`src/rtl/debounce_pkg.sv`:
```
// ============================================================================
// debounce_pkg : shared constants and width helper for the debouncer family
// Rev 1.0
// ============================================================================
`default_nettype none

package debounce_pkg;

    localparam int unsigned DEB_STABLE_CYCLES_DEFAULT = 50000;
    localparam int unsigned DEB_LONG_CYCLES_DEFAULT   = 1000000;

    localparam int unsigned DEB_STABLE_CYCLES_SIM     = 4;
    localparam int unsigned DEB_LONG_CYCLES_SIM       = 10;

    // Smallest w with 2**w >= value; a counter holding 0..N needs clog2(N+1) bits.
    function automatic int clog2(input longint unsigned value);
        longint unsigned v;
        int              r;
        v = 1;
        r = 0;
        while (v < value) begin
            v = v << 1;
            r = r + 1;
        end
        return r;
    endfunction

endpackage : debounce_pkg

`default_nettype wire

```
`src/rtl/debounce_multi_if.sv`:
```
// ============================================================================
// debounce_multi_if : button-side bundle of the multi-channel debouncer
// Rev 1.0
// ============================================================================
`default_nettype none

interface debounce_multi_if #(
    parameter int N_CH = 4
);
    logic [N_CH-1:0] btn_in;
    logic [N_CH-1:0] btn_out;
    logic [N_CH-1:0] btn_rise;
    logic [N_CH-1:0] btn_fall;
    logic [N_CH-1:0] btn_long;

    modport master (
        output btn_in,
        input  btn_out, btn_rise, btn_fall, btn_long
    );

    modport slave (
        input  btn_in,
        output btn_out, btn_rise, btn_fall, btn_long
    );
endinterface : debounce_multi_if

`default_nettype wire

```
`src/rtl/debounce_chan.sv`:
```
// ============================================================================
// debounce_chan : one channel - synchroniser, stability counter, edge pulses,
//                 optional long-press detector (DEBOUNCE_LONG_PRESS_EN)
// Rev 1.0
// ============================================================================
`default_nettype none

module debounce_chan
    import debounce_pkg::*;
#(
    parameter int STABLE_CYCLES = DEB_STABLE_CYCLES_DEFAULT,
    parameter int CNT_W         = 16,
    parameter int LONG_CYCLES   = DEB_LONG_CYCLES_DEFAULT,
    parameter int LONG_W        = 20
) (
    input  logic clk,
    input  logic rst_n,
    input  logic btn_in,
    output logic btn_out,
    output logic btn_rise,
    output logic btn_fall,
    output logic btn_long
);

    localparam logic [CNT_W-1:0] C_CNT_LAST = CNT_W'(STABLE_CYCLES - 1);

    logic             r_s1;
    logic             r_s2;
    logic [CNT_W-1:0] r_cnt;
    logic             r_out;
    logic             r_rise;
    logic             r_fall;

    // Counter only ever reads r_s2; btn_in is asynchronous to clk.
    always_ff @(posedge clk or negedge rst_n) begin
        if (!rst_n) begin
            r_s1   <= 1'b0;
            r_s2   <= 1'b0;
            r_cnt  <= '0;
            r_out  <= 1'b0;
            r_rise <= 1'b0;
            r_fall <= 1'b0;
        end else begin
            r_s1   <= btn_in;
            r_s2   <= r_s1;
            r_rise <= 1'b0;
            r_fall <= 1'b0;
            if (r_s2 == r_out) begin
                r_cnt <= '0;
            end else if (r_cnt == C_CNT_LAST) begin
                r_out  <= r_s2;
                r_cnt  <= '0;
                r_rise <= r_s2;
                r_fall <= ~r_s2;
            end else begin
                r_cnt <= r_cnt + 1'b1;
            end
        end
    end

    assign btn_out  = r_out;
    assign btn_rise = r_rise;
    assign btn_fall = r_fall;

`ifdef DEBOUNCE_LONG_PRESS_EN
    localparam logic [LONG_W-1:0] C_HOLD_LAST = LONG_W'(LONG_CYCLES - 1);
    localparam logic [LONG_W-1:0] C_HOLD_MAX  = LONG_W'(LONG_CYCLES);

    logic [LONG_W-1:0] r_hcnt;
    logic              r_long;

    // Saturating at C_HOLD_MAX gives exactly one pulse per press.
    always_ff @(posedge clk or negedge rst_n) begin
        if (!rst_n) begin
            r_hcnt <= '0;
            r_long <= 1'b0;
        end else begin
            r_long <= 1'b0;
            if (!r_out) begin
                r_hcnt <= '0;
            end else if (r_hcnt < C_HOLD_MAX) begin
                r_hcnt <= r_hcnt + 1'b1;
                r_long <= (r_hcnt == C_HOLD_LAST);
            end
        end
    end

    assign btn_long = r_long;
`else
    assign btn_long = 1'b0;
`endif

endmodule : debounce_chan

`default_nettype wire

```
`src/rtl/debounce_multi.sv`:
```
// ============================================================================
// debounce_multi : N_CH independent button debouncers with rise/fall pulses;
//                  long-press pulses when DEBOUNCE_LONG_PRESS_EN is defined
// Rev 1.0
// ============================================================================
`default_nettype none

module debounce_multi
    import debounce_pkg::*;
#(
    parameter int N_CH          = 4,
    parameter int STABLE_CYCLES = DEB_STABLE_CYCLES_DEFAULT,
    parameter int CNT_W         = 16,
    parameter int LONG_CYCLES   = DEB_LONG_CYCLES_DEFAULT,
    parameter int LONG_W        = 20
) (
    input  logic                   clk,
    input  logic                   rst_n,
    debounce_multi_if.slave        bus
);

    if (N_CH < 1) begin : g_bad_n_ch
        $error("debounce_multi: N_CH must be >= 1");
    end
    if (STABLE_CYCLES < 1) begin : g_bad_stable
        $error("debounce_multi: STABLE_CYCLES must be >= 1");
    end
    if (CNT_W < clog2(longint'(STABLE_CYCLES) + 1)) begin : g_bad_cnt_w
        $error("debounce_multi: CNT_W too narrow for STABLE_CYCLES");
    end
`ifdef DEBOUNCE_LONG_PRESS_EN
    if (LONG_CYCLES < 1) begin : g_bad_long
        $error("debounce_multi: LONG_CYCLES must be >= 1");
    end
    if (LONG_W < clog2(longint'(LONG_CYCLES) + 1)) begin : g_bad_long_w
        $error("debounce_multi: LONG_W too narrow for LONG_CYCLES");
    end
`endif

    for (genvar g = 0; g < N_CH; g++) begin : g_chan
        debounce_chan #(
            .STABLE_CYCLES (STABLE_CYCLES),
            .CNT_W         (CNT_W),
            .LONG_CYCLES   (LONG_CYCLES),
            .LONG_W        (LONG_W)
        ) u_chan (
            .clk      (clk),
            .rst_n    (rst_n),
            .btn_in   (bus.btn_in[g]),
            .btn_out  (bus.btn_out[g]),
            .btn_rise (bus.btn_rise[g]),
            .btn_fall (bus.btn_fall[g]),
            .btn_long (bus.btn_long[g])
        );
    end

endmodule : debounce_multi

`default_nettype wire

```
`src/flat_wrapper.sv`:
```
// flat-port wrapper written by rule: the top's interface ports become plain ports
module debounce_multi_flat import debounce_pkg::*;
#(
    parameter int N_CH          = 4,
    parameter int STABLE_CYCLES = DEB_STABLE_CYCLES_DEFAULT,
    parameter int CNT_W         = 16,
    parameter int LONG_CYCLES   = DEB_LONG_CYCLES_DEFAULT,
    parameter int LONG_W        = 20
)
  (clk, rst_n, bus_btn_in, bus_btn_out, bus_btn_rise, bus_btn_fall, bus_btn_long);
  debounce_multi_if #(.N_CH(N_CH)) bus_i ();
  input  logic clk;
  input  logic rst_n;
  input wire logic [$bits(bus_i.btn_in)-1:0] bus_btn_in;
  output wire logic [$bits(bus_i.btn_out)-1:0] bus_btn_out;
  output wire logic [$bits(bus_i.btn_rise)-1:0] bus_btn_rise;
  output wire logic [$bits(bus_i.btn_fall)-1:0] bus_btn_fall;
  output wire logic [$bits(bus_i.btn_long)-1:0] bus_btn_long;
  assign bus_i.btn_in = bus_btn_in;
  assign bus_btn_out = bus_i.btn_out;
  assign bus_btn_rise = bus_i.btn_rise;
  assign bus_btn_fall = bus_i.btn_fall;
  assign bus_btn_long = bus_i.btn_long;
  debounce_multi #(.N_CH(N_CH), .STABLE_CYCLES(STABLE_CYCLES), .CNT_W(CNT_W), .LONG_CYCLES(LONG_CYCLES), .LONG_W(LONG_W)) u_core (.clk(clk), .rst_n(rst_n), .bus(bus_i));
endmodule
```
`config.mk`:
```
export PLATFORM = sky130hd
export DESIGN_NAME = debounce_multi_flat
export DESIGN_NICKNAME = d
export VERILOG_FILES = /design/src/rtl/debounce_pkg.sv /design/src/rtl/debounce_multi_if.sv /design/src/rtl/debounce_chan.sv /design/src/rtl/debounce_multi.sv /design/src/flat_wrapper.sv
export SDC_FILE = /design/constraint.sdc
export NUM_CORES = 1
export LEC_CHECK = 0
export CAP_MARGIN = 20
export CORE_ASPECT_RATIO = 1.2
export CORE_MARGIN = 8
export CORE_UTILIZATION = 45
export DETAILED_ROUTE_END_ITERATION = 8
export HOLD_SLACK_MARGIN = 0.05
export PLACE_DENSITY = 0.76
export SYNTH_ARGS = -nofsm -noshare
export SYNTH_HDL_FRONTEND = slang
export SYNTH_SLANG_ARGS = --single-unit
```
`constraint.sdc`:
```
create_clock -name clk -period 2 [get_ports clk]
set_clock_uncertainty 0.2 [all_clocks]
set_input_delay 0.4 -clock clk [delete_from_list [all_inputs] [get_ports clk]]
set_output_delay 0.4 -clock clk [all_outputs]
set_load 0.03 [all_outputs]
```
Yosys cells after proc, flatten, opt, wreduce, memory -nomap -nowiden. Index checks and enable logic that the tools add are counted.

Bits in registers: 84. Logic and storage cells: 72.

Add/subtract/negate cells: 4. Equal/unequal tests: 8. Multiplexer cells: 24. Bitwise operators: 8. Reductions and logical operators: 4.

Operators with widths (count): $mux W16 (8); $add A16 B1 Y16 const B (4); $eq A16 B16 Y1 const B (4); $mux W1 (16); $not A1 Y1 (8); $reduce_and A2 Y1 (4); $eq A1 B1 Y1 (4).

Longest topological paths before layout. Gate-level depths: netlist (run 1).

Depth after elaboration: 3. Mapped depth: 6. Gate-level depth less buffers: 5.

Hierarchy. A second synthesis (run 1) with hierarchy kept.

Cell total of the unflattened synthesis: 368. Area total of the unflattened synthesis: 3983.8 um^2.

By module, submodules not included: debounce_chan (instances 4, cells an instance 92, area an instance 996.0 um^2, seq. area each 525.5 um^2).

Worst setup path after synthesis (run 1). Ideal clock, no wire load.

Kind: reg-to-reg. From: register u_core.g_chan[3].u_chan.r_cnt[11]. To: register u_core.g_chan[3].u_chan.r_out. Data arrival time: 1.644 ns. Required time: 1.675 ns. Path slack: 0.031 ns. Cell stages (with the launch flop): 4. Period minus slack after synthesis: 1.969 ns. Cell sequence: dfrtp_1 -> or3_1 -> or4_4 -> mux2_4.

Longest elaborated chain between the ends: 2.

Ends and longest elaborated chain: start, declared (line debounce_chan.sv:29) `logic [CNT_W-1:0] r_cnt;`; start signal, assigned (line debounce_chan.sv:56) `r_cnt <= r_cnt + 1'b1;`; $eq A16 B16 Y1 (line debounce_chan.sv:50) `end else if (r_cnt == C_CNT_LAST) begin`; $reduce_and A2 Y1 (no source line); end signal, assigned (line debounce_chan.sv:51) `r_out <= r_s2;`; end, declared (line debounce_chan.sv:30) `logic r_out;`.

Every way passes these cells. A chain may end at the register's enable or synchronous reset.

Worst setup path in the final report (run 1).
From: register u_core.g_chan[3].u_chan.r_fall. To: output bus_btn_fall[3].

RTL lines: start, declared (line debounce_chan.sv:32) `logic r_fall;`; start signal, assigned (line debounce_chan.sv:54) `r_fall <= ~r_s2;`; end, declared (line flat_wrapper.sv:17) `output wire logic [$bits(bus_i.btn_fall)-1:0] bus_btn_fall;`.

No word-level cell between the ends.

==> key figures, run 1 <==
Die
  – Starting density of the core: 45.80%
  – Core box area: 0.008472 mm^2
  – Die Wd: 100.8 um
  – Row cnt: 37
  – Die ar.: 0.01186 mm^2
  – Chip height: 117.7 um
  – Ports: 22

Power
  – Power Density: 728.0 mW/mm^2
  – Max VDD drop: 0.4422 mV
  – Tot Pwr: 3.230 mW
  – Leak: 1.819 nW

Timing
  – Slew Viols, Final: 0
  – Crit share post-route: 97.68%
  – Final setup violation count: 0
  – Max Freq: 511.9 MHz
  – Hold slack: 0.1481 ns
  – Final Hold Viols: 0
  – RSZ-0062 raised after global routing: yes
  – Tmin final: 1.954 ns
  – Worst setup margin: 0.04632 ns

Global routing
  – Vias in the first global route: 2737
  – Antenna violations before repair: 0
  – Tot GR Track Use: 12.00%
  – First-pass GRT wire length: 11750 um
  – Largest net degree at the start of global routing: 34
  – GR Overflow Total: 0

Synthesis
  – YS warnings: 0
  – Dominant cells by area after synthesis: dfrtp_1 (54%), xnor2_1 (11%), nor2_1 (6.9%), buf_4 (3.3%), nand3_1 (3.2%)
  – Synth top area share: 54.18%
  – Synth Area per Inst: 10.49 um^2
  – Netlist cell types: 30
  – Gate Count Post-Synth: 370
  – Post-Syn Area: 0.003880 mm^2
  – Sequential element share of the synthesized area: 54.18%
  – Biggest area consumer among synthesized cells: dfrtp_1
  – Synth Register Bits: 84

Critical path
  – CP required: 1.40 ns
  – CP max FO: 1
  – CP arrival: 1.35 ns
  – Flop-to-flop setup slack: 0.05 ns
  – Worst path top cell family by delay: buffers and inverters
  – Setup crit start kind: flop
  – Crit path buf inv count: 1
  – Worst path max stage delay: 0.67 ns
  – CP endpoint kind: output port
  – CP max stage cell: clkdlybuf4s50_1
  – Setup CP Type: reg -> out
  – Critical path cell sequence: clkdlybuf4s50_1

CTS
  – Root buffer cell: clkbuf_8
  – Clock transition at path regs: 0.08 ns
  – Num Clock Sinks: 84
  – H-tree depth: 3
  – CTS Buf Count: 9
  – CTS tree: built
  – Clk_lat worst skew: 0.34 ns
  – Clk buf depth: 2

Layout
  – Diodes inserted: 0
  – Area Overhead vs Synth: 14.35%
  – Fin nets: 409
  – Seq. cell area: 0.002102 mm^2
  – Layout cells sized above 1: 10.89%
  – Footprint of the multi-input gates: 0.001602 mm^2
  – Filler instances: 736
  – Post-Layout Cell Count: 521

Detailed routing
  – DR WL/cell: 12.58 um
  – Via count: 2658
  – Routed WL: 6552 um
  – DR DRC count: 0
  – Drt initial violations: 56
  – DRT Pass-1 Iters: 4
  – Vias per cell: 5.102
  – Final ANT Viol Nets: 0

Placement
  – Final Wtd Congestion: 0.8807
  – Final HPWL DP: 4695 um
  – Post-Place Worst Slack: 0.04728 ns
  – Cell count after placement: 501
  – PortBufs: 17

Outcome
  – Status: complete, no violations

Flow run
  – Number of max-cap violations: 0

Min path
  – Class of the worst hold path: reg -> reg
-- synthesized netlist by cell type --
library cell / n
nor3b_1: 9
mux2_4: 1
and3_1: 6
buf_6: 1
xnor2_1: 49
nand3_1: 25
and3_2: 1
nand4_1: 16
ha_1: 4
nor4b_1: 2
nor4_1: 15
clkbuf_1: 2
buf_4: 17
nand4bb_1: 2
a21oi_1: 1
mux2_2: 3
dfrtp_1: 84
or3_1: 1
or4b_1: 1
xor2_1: 10
nor2_1: 71
nand2_1: 11
nor4bb_1: 4
conb_1: 1
a41o_2: 1
nor3_1: 16
a31o_2: 1
inv_1: 13
nand2_4: 1
or4_4: 1
-- sequential cells by signal, summed over array words and instances, names as in the netlist --
name                           flops
u_core.g_chan.u_chan.btn_fall      4
u_core.g_chan.u_chan.btn_out       4
u_core.g_chan.u_chan.btn_rise      4
u_core.g_chan.u_chan.r_cnt        64
u_core.g_chan.u_chan.r_s1          4
u_core.g_chan.u_chan.r_s2          4
-- report_power, final --
part	total (mW)	internal (mW)	switching (mW)
logic	0.134	0.0510	0.0833
registers	1.75	1.72	0.0262
clock network	1.34	0.743	0.602
total	3.23	2.52	0.712
-- what timing repair did --
action | 4_1_cts | 5_1_grt
hold buffers | 1 | 0
pin swaps | 0 | 2
endpoints found under the hold margin | 52 | 0
gates resized for setup | 4 | 2
setup endpoints to repair | 4 | 19
setup buffers | 0 | 3
-- routing by layer --
metal / wire length (um) / part of all wire (%) / global-route usage, % / vias up
met2: 3213 / 49 / 19.83 / 36
met4: 144 / 2.2 / 6.351 / 0
met5: 0 / 0 / 0 / -
met3: 210 / 3.2 / 2.367 / 13
li1: - / - / - / 1302
met1: 2983 / 46 / 14.22 / 1307
-- cells in the final DEF (no fill, tap or decap), types with 3 or more instances in the layout --
cell type,instances
nor4bb_1,4
inv_1,13
nand3_1,25
clkbuf_8,10
mux2_2,3
ha_1,3
nand2_1,11
buf_4,17
and3_1,6
nor3_1,15
nand4_1,16
dlygate4sd2_1,4
conb_1,4
dfrtp_1,84
nor3b_1,9
nor2_1,71
xnor2_1,49
nor4_1,15
xor2_1,10
clkdlybuf4s50_1,12
-- per-stage QoR --
step / util [%] / area (um^2) / setup TNS, ns
floorplan: - / 3891 / 0
global route: 52.37 / 4437 / -0.002868
CTS: 52.02 / 4407 / 0
global placement: 49.30 / 4177 / 0
detailed placement: 49.30 / 4177 / 0
finish: 52.37 / 4437 / 0
-- layout make-up --
type	instances	share of cell area (%)
Clock buffer	11	3.187
Clock inverter	5	1.889
Inverter	13	1.100
Multi-Input combinational cell	256	36.10
Sequential cell	84	47.38
Tap cell	117	3.299
Timing Repair Buffer	35	7.050
-- cells by family (layout without fill, tap and decap cells) --
family                   after synthesis  in the layout  share of synthesized area (%)
AO/OA/AOI/OAI                          3              3                         0.6449
XOR/XNOR                              59             59                          13.32
adder cells (fa/ha/maj)                4              4                          1.290
buffers and inverters                 33             64                          5.031
flip-flops                            84             84                          54.18
multiplexers                           4              4                          1.257
other                                  1              4                        0.09665
AND/OR/NAND/NOR                      182            182                          24.19
-- worst paths after layout --
check,startpoint,to,cells past startpoint
worst max-delay path,u_core.g_chan[3].u_chan.btn_fall,bus_btn_fall[3],1
worst max register to register,u_core.g_chan[3].u_chan.r_cnt[1],u_core.g_chan[3].u_chan.btn_out,4
min in group asynchronous,rst_n,u_core.g_chan[2].u_chan.r_cnt[12],2
max in group asynchronous,rst_n,u_core.g_chan[2].u_chan.r_cnt[0],3
worst min-delay path,u_core.g_chan[3].u_chan.r_s1,u_core.g_chan[3].u_chan.r_s2,0
worst min register to register,u_core.g_chan[3].u_chan.r_s1,u_core.g_chan[3].u_chan.r_s2,0
No activity file was read; power rests on OpenSTA's default activity.
==> run 2: changes to the inputs <==
SLEW_MARGIN = 20   (was unset)
==> results of run 2 <==
Final layout, timing and power as in run 1 (identical DEF).
==> run 3: changes to the inputs <==
CAP_MARGIN = 25   (was 20)
==> results of run 3 <==
Final layout, timing and power as in run 1 (identical DEF).
